<file path="config.mk">
export PLATFORM = sky130hd
export DESIGN_NAME = bcd_frac_to_fixed
export DESIGN_NICKNAME = d
export VERILOG_FILES = /design/src/rtl/bcd_frac_pkg.sv /design/src/rtl/frac_serial_div.sv /design/src/rtl/bcd_frac_to_fixed.sv
export SDC_FILE = /design/constraint.sdc
export NUM_CORES = 1
export LEC_CHECK = 0
export ABC_AREA = 0
export BUFFER_PORTS_ARGS = -buffer_cell sky130_fd_sc_hd__buf_4
export CAP_MARGIN = 0
export CELL_PAD_IN_SITES_DETAIL_PLACEMENT = 0
export CELL_PAD_IN_SITES_GLOBAL_PLACEMENT = 1
export CORE_MARGIN = 10
export CORE_UTILIZATION = 45
export DETAILED_ROUTE_END_ITERATION = 7
export PLACE_DENSITY_LB_ADDON = 0.15
export SYNTH_ARGS = -nofsm -noshare
export SYNTH_HDL_FRONTEND = slang
export SYNTH_SLANG_ARGS = --single-unit
</file>
<file path="constraint.sdc">
create_clock -name clk -period 5.1 [get_ports clk]
set_input_delay 0.51 -clock clk [delete_from_list [all_inputs] [get_ports clk]]
set_output_delay 0.51 -clock clk [all_outputs]
set_load 0.05 [all_outputs]
</file>
<file path="src/rtl/bcd_frac_pkg.sv">
// Shared constants and FSM encoding for the decimal-fraction to binary
// fixed-point converter.
package bcd_frac_pkg;

  localparam int NUM_DIGITS = 6;
  localparam int ACC_W      = 20;
  localparam int REM_W      = 21;

  localparam logic [REM_W-1:0] DEC_SCALE  = 21'd1000000;
  localparam logic [REM_W-1:0] HALF_SCALE = 21'd500000;

  typedef enum logic [2:0] {
    IDLE   = 3'd0,
    ACCUM  = 3'd1,
    DIVIDE = 3'd2,
    ROUND  = 3'd3,
    DONE   = 3'd4
  } state_t;

endpackage

</file>
<file path="src/rtl/frac_serial_div.sv">
// Serial restoring divide of n * 2^FRAC_W by 10^6, one quotient bit per cycle,
// with a combinational round-to-nearest/saturate on the final quotient.
module frac_serial_div
  import bcd_frac_pkg::*;
#(
  parameter int FRAC_W = 16
) (
  input  logic              clk,
  input  logic              rst_n,
  input  logic              start,
  input  logic [ACC_W-1:0]  n,
  output logic              done,
  output logic [FRAC_W-1:0] q
);

  localparam int CNT_W = $clog2(FRAC_W) + 1;

  logic [REM_W-1:0]  rem;
  logic [REM_W-1:0]  rem2;
  logic [FRAC_W-1:0] quo;
  logic [CNT_W-1:0]  cnt;
  logic              run;
  logic              round_up;

  // rem stays below 10^6, so doubling never overflows REM_W bits
  always_comb begin
    rem2 = {rem[REM_W-2:0], 1'b0};
  end

  always_ff @(posedge clk) begin
    if (!rst_n) begin
      rem  <= '0;
      quo  <= '0;
      cnt  <= '0;
      run  <= 1'b0;
      done <= 1'b0;
    end else if (start) begin
      rem  <= REM_W'(n);
      quo  <= '0;
      cnt  <= '0;
      run  <= 1'b1;
      done <= 1'b0;
    end else if (run) begin
      if (rem2 >= DEC_SCALE) begin
        rem <= rem2 - DEC_SCALE;
        quo <= {quo[FRAC_W-2:0], 1'b1};
      end else begin
        rem <= rem2;
        quo <= {quo[FRAC_W-2:0], 1'b0};
      end
      cnt <= cnt + CNT_W'(1);
      if (cnt == CNT_W'(FRAC_W - 1)) begin
        run  <= 1'b0;
        done <= 1'b1;
      end
    end
  end

  // 2r >= 10^6 is the same test as r >= 10^6/2
  always_comb begin
    round_up = (rem >= HALF_SCALE);
    q        = quo;
    if (round_up && !(&quo)) begin
      q = quo + FRAC_W'(1);
    end
  end

endmodule

</file>
<file path="src/rtl/bcd_frac_to_fixed.sv">
// Six-digit decimal fraction to FRAC_W-bit binary fraction, rounded to nearest.
// Define ASCII_DIGITS_EN to accept ASCII '0'..'9' digit bytes instead of binary BCD.
module bcd_frac_to_fixed
  import bcd_frac_pkg::*;
#(
  parameter int FRAC_W = 16
) (
  input  logic              clk,
  input  logic              rst_n,
  input  logic              in_valid,
  output logic              in_ready,
  input  logic [7:0]        tenths,
  input  logic [7:0]        hundredths,
  input  logic [7:0]        thousandths,
  input  logic [7:0]        ten_thousandths,
  input  logic [7:0]        hundred_thousandths,
  input  logic [7:0]        millionths,
  output logic              out_valid,
  input  logic              out_ready,
  output logic [FRAC_W-1:0] frac,
  output logic              err,
  output logic [2:0]        dbg_state
);

  // Handshakes: a transfer happens on a rising edge where valid and ready are
  // both high; out_valid with frac/err holds until out_ready is seen.

  state_t state, state_n;

  logic [7:0]       in_bytes [NUM_DIGITS];
  logic [3:0]       in_vals  [NUM_DIGITS];
  logic [3:0]       digs     [NUM_DIGITS];
  logic             any_bad;
  logic             bad;
  logic [ACC_W-1:0] acc;
  logic [ACC_W-1:0] acc_next;
  logic [2:0]       cnt;
  logic             div_start;
  logic             div_done;
  logic [FRAC_W-1:0] div_q;

  function automatic logic digit_ok(input logic [7:0] b);
`ifdef ASCII_DIGITS_EN
    return (b >= 8'h30) && (b <= 8'h39);
`else
    return (b <= 8'h09);
`endif
  endfunction

  assign in_bytes[0] = tenths;
  assign in_bytes[1] = hundredths;
  assign in_bytes[2] = thousandths;
  assign in_bytes[3] = ten_thousandths;
  assign in_bytes[4] = hundred_thousandths;
  assign in_bytes[5] = millionths;

  // Invalid digits contribute zero so N stays inside 0..999999 for the divider.
  always_comb begin
    any_bad = 1'b0;
    for (int i = 0; i < NUM_DIGITS; i++) begin
      in_vals[i] = digit_ok(in_bytes[i]) ? in_bytes[i][3:0] : 4'd0;
      any_bad    = any_bad | ~digit_ok(in_bytes[i]);
    end
  end

  always_comb begin
    acc_next = (acc << 3) + (acc << 1) + ACC_W'(digs[cnt]);
  end

  always_ff @(posedge clk) begin
    if (!rst_n) begin
      state <= IDLE;
    end else begin
      state <= state_n;
    end
  end

  always_comb begin
    state_n   = state;
    in_ready  = 1'b0;
    out_valid = 1'b0;
    div_start = 1'b0;
    case (state)
      IDLE: begin
        in_ready = rst_n;
        if (in_valid) state_n = ACCUM;
      end
      ACCUM: begin
        if (cnt == 3'(NUM_DIGITS - 1)) begin
          div_start = 1'b1;
          state_n   = DIVIDE;
        end
      end
      DIVIDE: begin
        if (div_done) state_n = ROUND;
      end
      ROUND: begin
        state_n = DONE;
      end
      DONE: begin
        out_valid = 1'b1;
        if (out_ready) state_n = IDLE;
      end
      default: begin
        state_n = IDLE;
      end
    endcase
  end

  always_ff @(posedge clk) begin
    if (!rst_n) begin
      for (int i = 0; i < NUM_DIGITS; i++) digs[i] <= '0;
      bad  <= 1'b0;
      acc  <= '0;
      cnt  <= '0;
      frac <= '0;
      err  <= 1'b0;
    end else begin
      case (state)
        IDLE: begin
          if (in_valid) begin
            digs <= in_vals;
            bad  <= any_bad;
            acc  <= '0;
            cnt  <= '0;
          end
        end
        ACCUM: begin
          acc <= acc_next;
          cnt <= cnt + 3'd1;
        end
        ROUND: begin
          frac <= bad ? '0 : div_q;
          err  <= bad;
        end
        default: begin
        end
      endcase
    end
  end

  frac_serial_div #(
    .FRAC_W (FRAC_W)
  ) u_div (
    .clk   (clk),
    .rst_n (rst_n),
    .start (div_start),
    .n     (acc_next),
    .done  (div_done),
    .q     (div_q)
  );

  assign dbg_state = state;

endmodule

</file>
==> results of run 1 <==
-- cell usage in the layout (no fill, tap or decap), types with 7 or more instances in the layout --
cell type  count
nand2_1       62
o21ai_1       19
and3_1        16
mux2i_1       30
o21ai_0       29
buf_4         79
nand3_1       37
nor3_1         7
dfxtp_1      110
nor2b_1       28
a211oi_1       7
xnor2_1       14
nand4_1       11
and2_1        10
a21boi_0      17
clkbuf_16      9
inv_1         16
nand2b_1      12
a22oi_1       22
a21oi_1       23
nor2_1        37
nor4_1         9
xor2_1        24
ha_1          41
o22ai_1       10
-- layer usage --
| layer | vias to the layer above | routed length (um) | track usage, % | part of all wire (%) |
|---|---|---|---|---|
| li1 | 2809 | - | - | - |
| met1 | 2521 | 7460 | 20.0 | 48 |
| met2 | 102 | 7220 | 24.6 | 46 |
| met3 | 12 | 736 | 3.59 | 4.7 |
| met4 | 0 | 171 | 4.18 | 1.1 |
| met5 | - | 0 | 0 | 0 |
-- critical path, stage by stage, from the launching register on --
cell       delay, ps
dfxtp_1          690
mux4_2           580
nand2_1           80
o21ai_0           80
ha_1             290
ha_1             230
fa_1             430
a211o_1          370
a2111oi_0        400
o31ai_1          150
o31ai_1          270
o21a_1           200
xor2_1           200
o22ai_1           90
-- flip-flops by register name, indices dropped and copies added (netlist names), 3 cells and up --
signal     cells
u_div.quo     16
acc           19
u_div.cnt      5
digs          24
frac          16
u_div.rem     21
dbg_state      3
cnt            3
-- area by class of cell --
cell class | count | share of cell area [%]
clock inverter | 6 | 1.08
tap | 184 | 3.06
sequential | 111 | 29.5
inverter | 16 | 0.798
timing repair buffer | 79 | 7.88
multi-input combinational | 570 | 54.6
clock buffer | 9 | 2.99
-- power by group --
group | switching [W] | total, W | internal, W | leakage, nW
sequential | 0.00000662 | 0.000876 | 0.000869 | 0.895
combinational | 0.0000540 | 0.0000996 | 0.0000456 | 1.95
clock | 0.000337 | 0.000725 | 0.000388 | 0.143
-- final timing paths --
check	start	end	cells after the start
worst min-delay path	thousandths[0]	digs[12]$_SDFFE_PN0P_	3
worst max register to register	cnt[0]$_SDFFE_PN0P_	u_div.rem[18]$_SDFFE_PN0P_	13
worst min register to register	frac[8]$_SDFFE_PN0P_	frac[8]$_SDFFE_PN0P_	2
worst max-delay path	cnt[0]$_SDFFE_PN0P_	u_div.rem[18]$_SDFFE_PN0P_	13
-- kinds of logic after synthesis --
family	count (synthesis)	share of synthesized area (%)
xor+xnor	38	5.05
flops	111	33.7
fa+ha+maj	43	8.39
buf+inv	58	3.95
compound gates	190	20.8
mux	36	6.32
simple gates	263	21.8
-- through the flow --
stage | setup WS (ps) | cell area (um^2) | utilization (%) | total power (W) | hold slack (ps)
finish | 910 | 7520 | 52.2 | 0.00170 | 415
detailed placement | 888 | 7220 | 50.0 | 0.000997 | 443
floorplan | 1130 | 6590 | - | 0.000946 | 437
global route | 608 | 7520 | 52.2 | 0.00177 | 416
global placement | 1030 | 7220 | 50.0 | 0.000995 | 440
CTS | 878 | 7520 | 52.2 | 0.00173 | 403
==> results.yml, run 1 <==
logic_synthesis:
  synthDistinctLibCells: 84
  synth_area_leaders: "dfxtp_1, ha_1, mux2i_1"
  synth_top_cell_by_area: "dfxtp_1"
  synthesis.nets: 834
  synth_common_cells: "dfxtp_1, nand2_1, ha_1, nand3_1, nor2_1"
  synth_ff_type: "dfxtp_1"
  yosysSeqAreaShare_pct: 33.7
  synth_top_area_share_pct: 33.7
  synth_seq_cells: 111
  synth_area_um2: 6590
  yosys_warnings: 0
  netlist_instances: 739
  avgSynthCellArea_um2: 8.92
  synth_edf_count: 0
  synth_most_common_cell: "dfxtp_1"
  synth-async-reset-ratio_pct: 0
layout:
  layout-drive-gt1-share_pct: 16.1
  multi_input_area_um2: 4110
  fillers: 1359
  final_cells: 975
  nets: 882
  num_antenna_cells: 0
  area_delta_synth_final_pct: 14.1
  register_area_um2: 2220
routing:
  routed_wl_um: 15600
  dr.pass1.iters: 4
  drt_iter0_drc: 429
  wl_per_cell_um: 16.0
  routed_via_density: 5.58
  drc: 0
  ant_nets: 0
  vias: 5444
pwr:
  ir_drop_mv: 0.157
  power_density_nw_per_um2: 226
  power_leakage_nw: 2.98
sta:
  finalHoldViolations: 0
  fin_skew_ps: 10.4
  worst_pin_slew_ps: 1050
  setup_viol: 0
  slew_violations: 0
  fin_crit_ps: 4190
  rsz0062_at_grt: "no"
  period_share_pct: 82.1
  timing.fmax_ghz: 0.239
  fin_tns_setup_ps: 0
  slew_headroom_pct: 29.7
worst_setup_path:
  worst-path-max-fanout: 12
  reg2reg_setup_slack_ps: 910
  cp_data_required_time_ps: 5330
  criticalPathCategory: "reg -> reg"
  end_kind: "flip-flop"
  crit_arrival_ps: 4420
  worstSetupStartpointType: "flip-flop"
floorplanning:
  core-area_um2: 14400
  dieWidth_um: 141
  ios: 74
  start_util_pct: 45.7
  die_h_um: 141
  rows: 44
  die_area_um2: 19900
clock_network:
  postCtsSetupBuffers: 0
  clock_latency_ps: 360
  clock_sinks: 111
  numCtsBuffers: 9
  path_clk_slew_ps: 80
  clockRootBuffer: "clkbuf_16"
  htree_levels: 3
  cts_hold_buf: 0
  clockBufferDepth: 2
  cts_resized: 0
  cts_tree: "done"
grt:
  grt_pass1_vias: 5351
  grt_usage_pct: 15.3
  grt_pass1_wl_um: 25900
  overflow: 0
  antenna_found_initial: 0
  grt_max_degree: 77
placement:
  dpl.cell_count: 960
  dp_hpwl_um: 11800
  portBuffers: 73
  gp_congestion: 0.827
worst_hold_path:
  hold_class: "in -> reg"
job:
  maxCapViolCount: 0
outcome:
  status: "finished clean"
Power figures use the tool's default switching activity.
==> run 2: changes to the inputs <==
- ABC_AREA: 0 -> 1
- CORE_UTILIZATION: 45 -> 42
- clock period: 5.1 -> 4.35 ns (I/O delays scaled with it)
==> run 2 against run 1 <==
- global-route usage increased by 2.1 points
- critical path depth increased by 4
- sequential share of layout area decreased by 1.8 points
- clock power increased by 15%
- synthesized cell count increased by 47%
- critical path type unchanged
- non-clock buffer count unchanged
- setup slack improved by 120 ps
- via count increased by 26%
- sequential power increased by 34%
- utilization decreased by 3.8 points
- fmax increased by 26%
==> results.yml, run 2 <==
floorplanning:
  dieWidth_um: 150
  start_util_pct: 42.8
  core-area_um2: 16500
  ios: 74
  die_area_um2: 22400
  rows: 47
  die_h_um: 150
layout:
  nets: 1232
  num_antenna_cells: 0
  area_delta_synth_final_pct: 13.0
  fillers: 1785
  reg_top3: "digs (24), u_div.rem (21), acc (19)"
  largest_register_ffs: 24
  mostFrequentLayoutCells: "nand2_1, nor2_1, dfxtp_1"
  layout-drive-gt1-share_pct: 11.0
  multi_input_area_um2: 4200
  layout_commonest_cell: "nand2_1"
  fin_util_pct: 48.4
  largest_register: "digs"
  register_area_um2: 2220
sta:
  slew_headroom_pct: 41.3
  fin_crit_ps: 3320
  fin_tns_setup_ps: 0
  period_share_pct: 76.4
  finalHoldViolations: 0
  worst_pin_slew_ps: 878
  slew_violations: 0
  rsz0062_at_grt: "no"
  timing.fmax_ghz: 0.301
  setup_viol: 0
  fin_skew_ps: 8.46
routing:
  routed_wl_um: 19200
  routed_via_density: 5.03
  ant_nets: 0
  drt_iter0_drc: 326
  wl_per_cell_um: 14.1
  vias: 6851
  drc: 0
  dr.pass1.iters: 5
clock_network:
  numCtsBuffers: 9
  postCtsSetupBuffers: 0
  htree_levels: 3
  cts_hold_buf: 0
  cts_resized: 0
  path_clk_slew_ps: 80
  clockRootBuffer: "clkbuf_16"
  clockBufferDepth: 2
  clock_sinks: 111
  cts_tree: "done"
  clock_latency_ps: 360
worst_setup_path:
  cp_data_required_time_ps: 4640
  r2r_cells: 17
  cp_slowest_cell: "dfxtp_1"
  critPathMaxStageDelay_ps: 620
  worst-path-max-fanout: 17
  cpMostUsedCell: "nand2_1"
  crit_arrival_ps: 3610
  crit_chain: "inv_1 > o21ai_0 > o22ai_1 > nand2_1 > o21ai_0 > ha_1 > ha_1 > fa_1 > nand2_1 > nand3_1 > nand3_1 > nand2_1 > nand2_1 > nand2_1 > xor2_1 > nand2_1 > a21oi_1"
  end_kind: "flip-flop"
  worstSetupStartpointType: "flip-flop"
  criticalPathCategory: "reg -> reg"
pwr:
  ir_drop_mv: 0.201
  intPower_w: 0.00171
  power_leakage_nw: 3.72
  combPwrFrac_pct: 22.8
  clock_power_share_pct: 32.1
  power.switching_w: 0.000892
  power_density_nw_per_um2: 325
  p_seq_share_pct: 45.1
  swShare_pct: 34.3
grt:
  overflow: 0
  grt_pass1_vias: 6635
  grt_usage_pct: 17.4
  grt_max_degree: 54
  antenna_found_initial: 0
  grt_pass1_wl_um: 32200
logic_synthesis:
  synth_area_leaders: "dfxtp_1, nand2_1, ha_1"
  synth_top_family_by_area: "simple AND/OR/NAND/NOR gates"
  netlist_instances: 1086
  synthesis.nets: 1181
  synthAdderAreaFrac_pct: 7.81
  synth-xor-area-share_pct: 2.60
  synth_mux_area_share_pct: 0
  synth_edf_count: 0
  synth_seq_cells: 111
  synth-async-reset-ratio_pct: 0
  synth_area_um2: 7080
  synth_common_cells: "nand2_1, nor2_1, dfxtp_1, inv_1, a21oi_1"
  synth_most_common_cell: "nand2_1"
  avgSynthCellArea_um2: 6.52
  synthSimpleGateAreaFrac_pct: 34.3
  synth_top_area_share_pct: 31.4
  yosys_warnings: 0
  synth-compound-area-share_pct: 14.7
  synth_ff_type: "dfxtp_1"
  synthDistinctLibCells: 47
  synth_top_cell_by_area: "dfxtp_1"
  yosysSeqAreaShare_pct: 31.4
placement:
  gp_congestion: 0.854
  portBuffers: 73
  dp_hpwl_um: 14500
outcome:
  status: "finished clean"
worst_hold_path:
  hold_class: "in -> reg"
  hold_depth: 3
job:
  maxCapViolCount: 0
## run 2: power by group through the flow
stage / combinational (W) / sequential (W) / clock (W)
finish: 0.000593 / 0.00117 / 0.000835
global placement: 0.000590 / 0.00120 / 0
detailed placement: 0.000598 / 0.00120 / 0
floorplan: 0.000402 / 0.00120 / 0
global route: 0.000675 / 0.00118 / 0.000901
CTS: 0.000601 / 0.00117 / 0.000863
## run 2: worst paths after layout
kind | from | to | slack, ps
setup / recovery | cnt[0]$_SDFFE_PN0P_ | acc[14]$_SDFFE_PN0P_ | 1030
setup reg to reg | cnt[0]$_SDFFE_PN0P_ | acc[14]$_SDFFE_PN0P_ | 1030
hold reg to reg | u_div.cnt[4]$_SDFFE_PP0P_ | u_div.cnt[4]$_SDFFE_PP0P_ | 470
hold / removal | thousandths[0] | digs[12]$_SDFFE_PN0P_ | 330
## run 2: logic make-up (layout without fill, tap and decap cells)
logic type	after synthesis	count (layout)
buffers and inverters	149	204
adders and majority gates	43	43
and+or+nand+nor	570	570
AOI/OAI and AO/OA	192	192
DFF	111	111
xor gates and xnor gates	21	21
## run 2: final cells by class
cell class | instances | share of cell area (%)
clock inverter | 5 | 0.657
sequential | 111 | 27.8
multi-input combinational | 826 | 52.6
clock buffer | 10 | 2.99
tap | 220 | 3.44
timing repair buffer | 79 | 7.41
inverter | 110 | 5.16
## run 2: per-stage QoR
step                      cell area, um^2  hold WS (ps)  worst slack (ps)  total power, W  cells
after floorplan                      7080           441              1510         0.00160   1086
after global placement               7710           453              1150         0.00179   1346
after detailed placement             7710           458              1010         0.00179   1346
after CTS                            8000           309              1000         0.00264   1361
after global routing                 8000           308               565         0.00276   1361
final                                8000           326              1030         0.00260   1361
## run 2: per-layer routing
metal  global-route usage, %  up-vias  part of all wire [%]  wire (um)
met2                    29.6      127                    48       9160
met3                    4.23       24                   3.9        748
li1                        -     3636                     -          -
met1                    21.7     3064                    47       9070
met4                    4.03        0                   1.3        242
met5                       0        -                     0          0
## run 2: critical path, delay by kind of cell, from the launching register on
family | cells | cell delay, ps
adder cells (fa/ha/maj) | 3 | 970
buffers and inverters | 1 | 260
AND/OR/NAND/NOR | 8 | 660
XOR/XNOR | 1 | 170
AO/OA/AOI/OAI | 4 | 570
flip-flops | 1 | 620
==> run 3: changes to the inputs <==
- ABC_AREA: 1 -> 0
- CORE_UTILIZATION: 42 -> 41
- clock period: 4.35 -> 2.8 ns (I/O delays scaled with it)
==> run 3 against run 2 <==
- the flow now finishes with violations (negative setup slack)
- first-iteration DRC count up 50%
- final cell count down 22%
- clock skew about the same
- setup slack worse by 1900 ps
- combinational power down 65%
- highest routed layer unchanged
==> results.yml, run 3 (same netlist as run 1, synthesis figures left out) <==
clock_network:
  clock_sinks: 111
  numCtsBuffers: 9
  clock_latency_ps: 350
  cts_hold_buf: 0
  clockBufferDepth: 2
  path_clk_slew_ps: 80
  htree_levels: 3
  cts_tree: "done"
  clockRootBuffer: "clkbuf_16"
floorplanning:
  core-area_um2: 15800
  start_util_pct: 41.7
  rows: 46
  ios: 74
  die_h_um: 147
  die_area_um2: 21600
  dieWidth_um: 147
routing:
  routed_via_density: 5.45
  routed_wl_um: 17600
  drt_iter0_drc: 490
  ant_nets: 0
  wl_per_cell_um: 16.5
  vias: 5798
  drc: 0
  dr.pass1.iters: 4
layout:
  register_area_um2: 2230
  num_antenna_cells: 0
  multi_input_area_um2: 4450
  mostFrequentLayoutCells: "buf_4, dfxtp_1, nand2_1"
  reg_top3: "digs (24), u_div.rem (21), acc (19)"
  fin_util_pct: 52.8
  largest_register: "digs"
  nets: 937
  final_cells: 1063
  fillers: 1467
  layout_commonest_cell: "buf_4"
  area_delta_synth_final_pct: 26.8
  largest_register_ffs: 24
  layout-drive-gt1-share_pct: 26.9
sta:
  fin_crit_ps: 3680
  slew_headroom_pct: 54.5
  fin_skew_ps: 8.27
  rsz0062_at_grt: "yes"
  slew_violations: 0
  worst_pin_slew_ps: 673
  setup_viol: 29
  setup_ws_ps: -883
  timing.fmax_ghz: 0.272
  finalHoldViolations: 0
  period_share_pct: 132
pwr:
  power_leakage_nw: 3.37
  total_power_w: 0.00319
  ir_drop_mv: 0.293
  power_density_nw_per_um2: 381
grt:
  antenna_found_initial: 0
  overflow: 0
  grt_max_degree: 41
  grt_usage_pct: 15.9
  grt_pass1_vias: 5827
  grt_pass1_wl_um: 29100
outcome:
  status: "complete, but fails checks"
  violations: "negative setup slack"
placement:
  dpl_worst_slack_ps: -890
  portBuffers: 73
  dp_hpwl_um: 12900
  dpl.cell_count: 1031
  gp_congestion: 0.847
worst_setup_path:
  worst-path-max-fanout: 8
  crit_start: "cnt[0]$_SDFFE_PN0P_"
  cpMostUsedCell: "o31ai_2"
  cp_data_required_time_ps: 3020
  path_delay_family: "compound AO/OA/AOI/OAI gates"
  crit_chain: "buf_4 > buf_8 > mux2i_1 > nor2_1 > a21oi_2 > fa_1 > inv_2 > fa_2 > a211o_4 > a2111oi_4 > o31ai_2 > o31ai_2 > o21a_1 > xor2_1 > o22ai_1"
  critPathBufInv: 3
  crit_arrival_ps: 3910
  criticalPathCategory: "reg -> reg"
  reg2reg_setup_slack_ps: -880
  cp_slowest_cell: "fa_1"
  critPathMaxStageDelay_ps: 500
  worstSetupStartpointType: "flip-flop"
  rr_startpoint: "cnt[0]$_SDFFE_PN0P_"
  end_kind: "flip-flop"
worst_hold_path:
  hold_class: "in -> reg"
  hold_start: "thousandths[0]"
job:
  maxCapViolCount: 0
run 3: changes by cell type in the layout (fill, tap and decap cells not counted), sizes merged, moves of 30 or more:
cell | previous run | this run
a21oi | 107 | 26
nor2 | 119 | 37
mux2i | 0 | 30
nand3 | 97 | 37
nand2 | 321 | 65
inv | 112 | 20
buf | 79 | 134
run 3: worst paths after layout:
kind	cells after the start	to
max	15	u_div.rem[18]$_SDFFE_PN0P_
min	3	digs[12]$_SDFFE_PN0P_
max reg2reg	15	u_div.rem[18]$_SDFFE_PN0P_
min reg2reg	2	frac[10]$_SDFFE_PN0P_
run 3: area by class of cell:
cell class                 count  area share (%)
tap                          216            3.23
clock buffer                  10            2.86
clock inverter                 6            1.00
sequential                   111            26.6
timing repair buffer         134            12.3
multi-input combinational    570            53.3
inverter                      16           0.718
run 3: report_power, final:
| group | switching [W] | leakage, nW | internal (W) |
|---|---|---|---|
| Clock | 0.000648 | 0.159 | 0.000744 |
| Combinational | 0.000111 | 2.32 | 0.0000937 |
| Sequential | 0.00000764 | 0.896 | 0.00158 |
run 3: repair_timing:
| action | CTS | global route |
|---|---|---|
| pin swaps | 17 | 28 |
| hold endpoints to repair | 0 | 0 |
| setup buffers | 10 | 6 |
| gates resized for setup | 28 | 33 |
| endpoints found under the setup margin | 29 | 29 |
run 3: through the flow:
stage          hold WS (ps)  TNS, ps  cell area [um^2]
3_5_place_dp            441   -16690              7590
3_3_place_gp            440   -14480              7590
6_report                181   -19910              8360
5_1_grt                 185   -23330              8360
4_1_cts                 174   -16920              8120
2_1_floorplan           437    -7990              6640
run 3: worst min-delay path, cell delays in order:
cell	delay, ps
buf_4	70
a22oi_1	50
nor2b_1	100
run 3: routing by layer:
metal	global-route usage, %	wire length (um)
met2	26.3	8540
met3	3.62	684
met5	0	0
met1	20.4	8120
met4	4.05	214
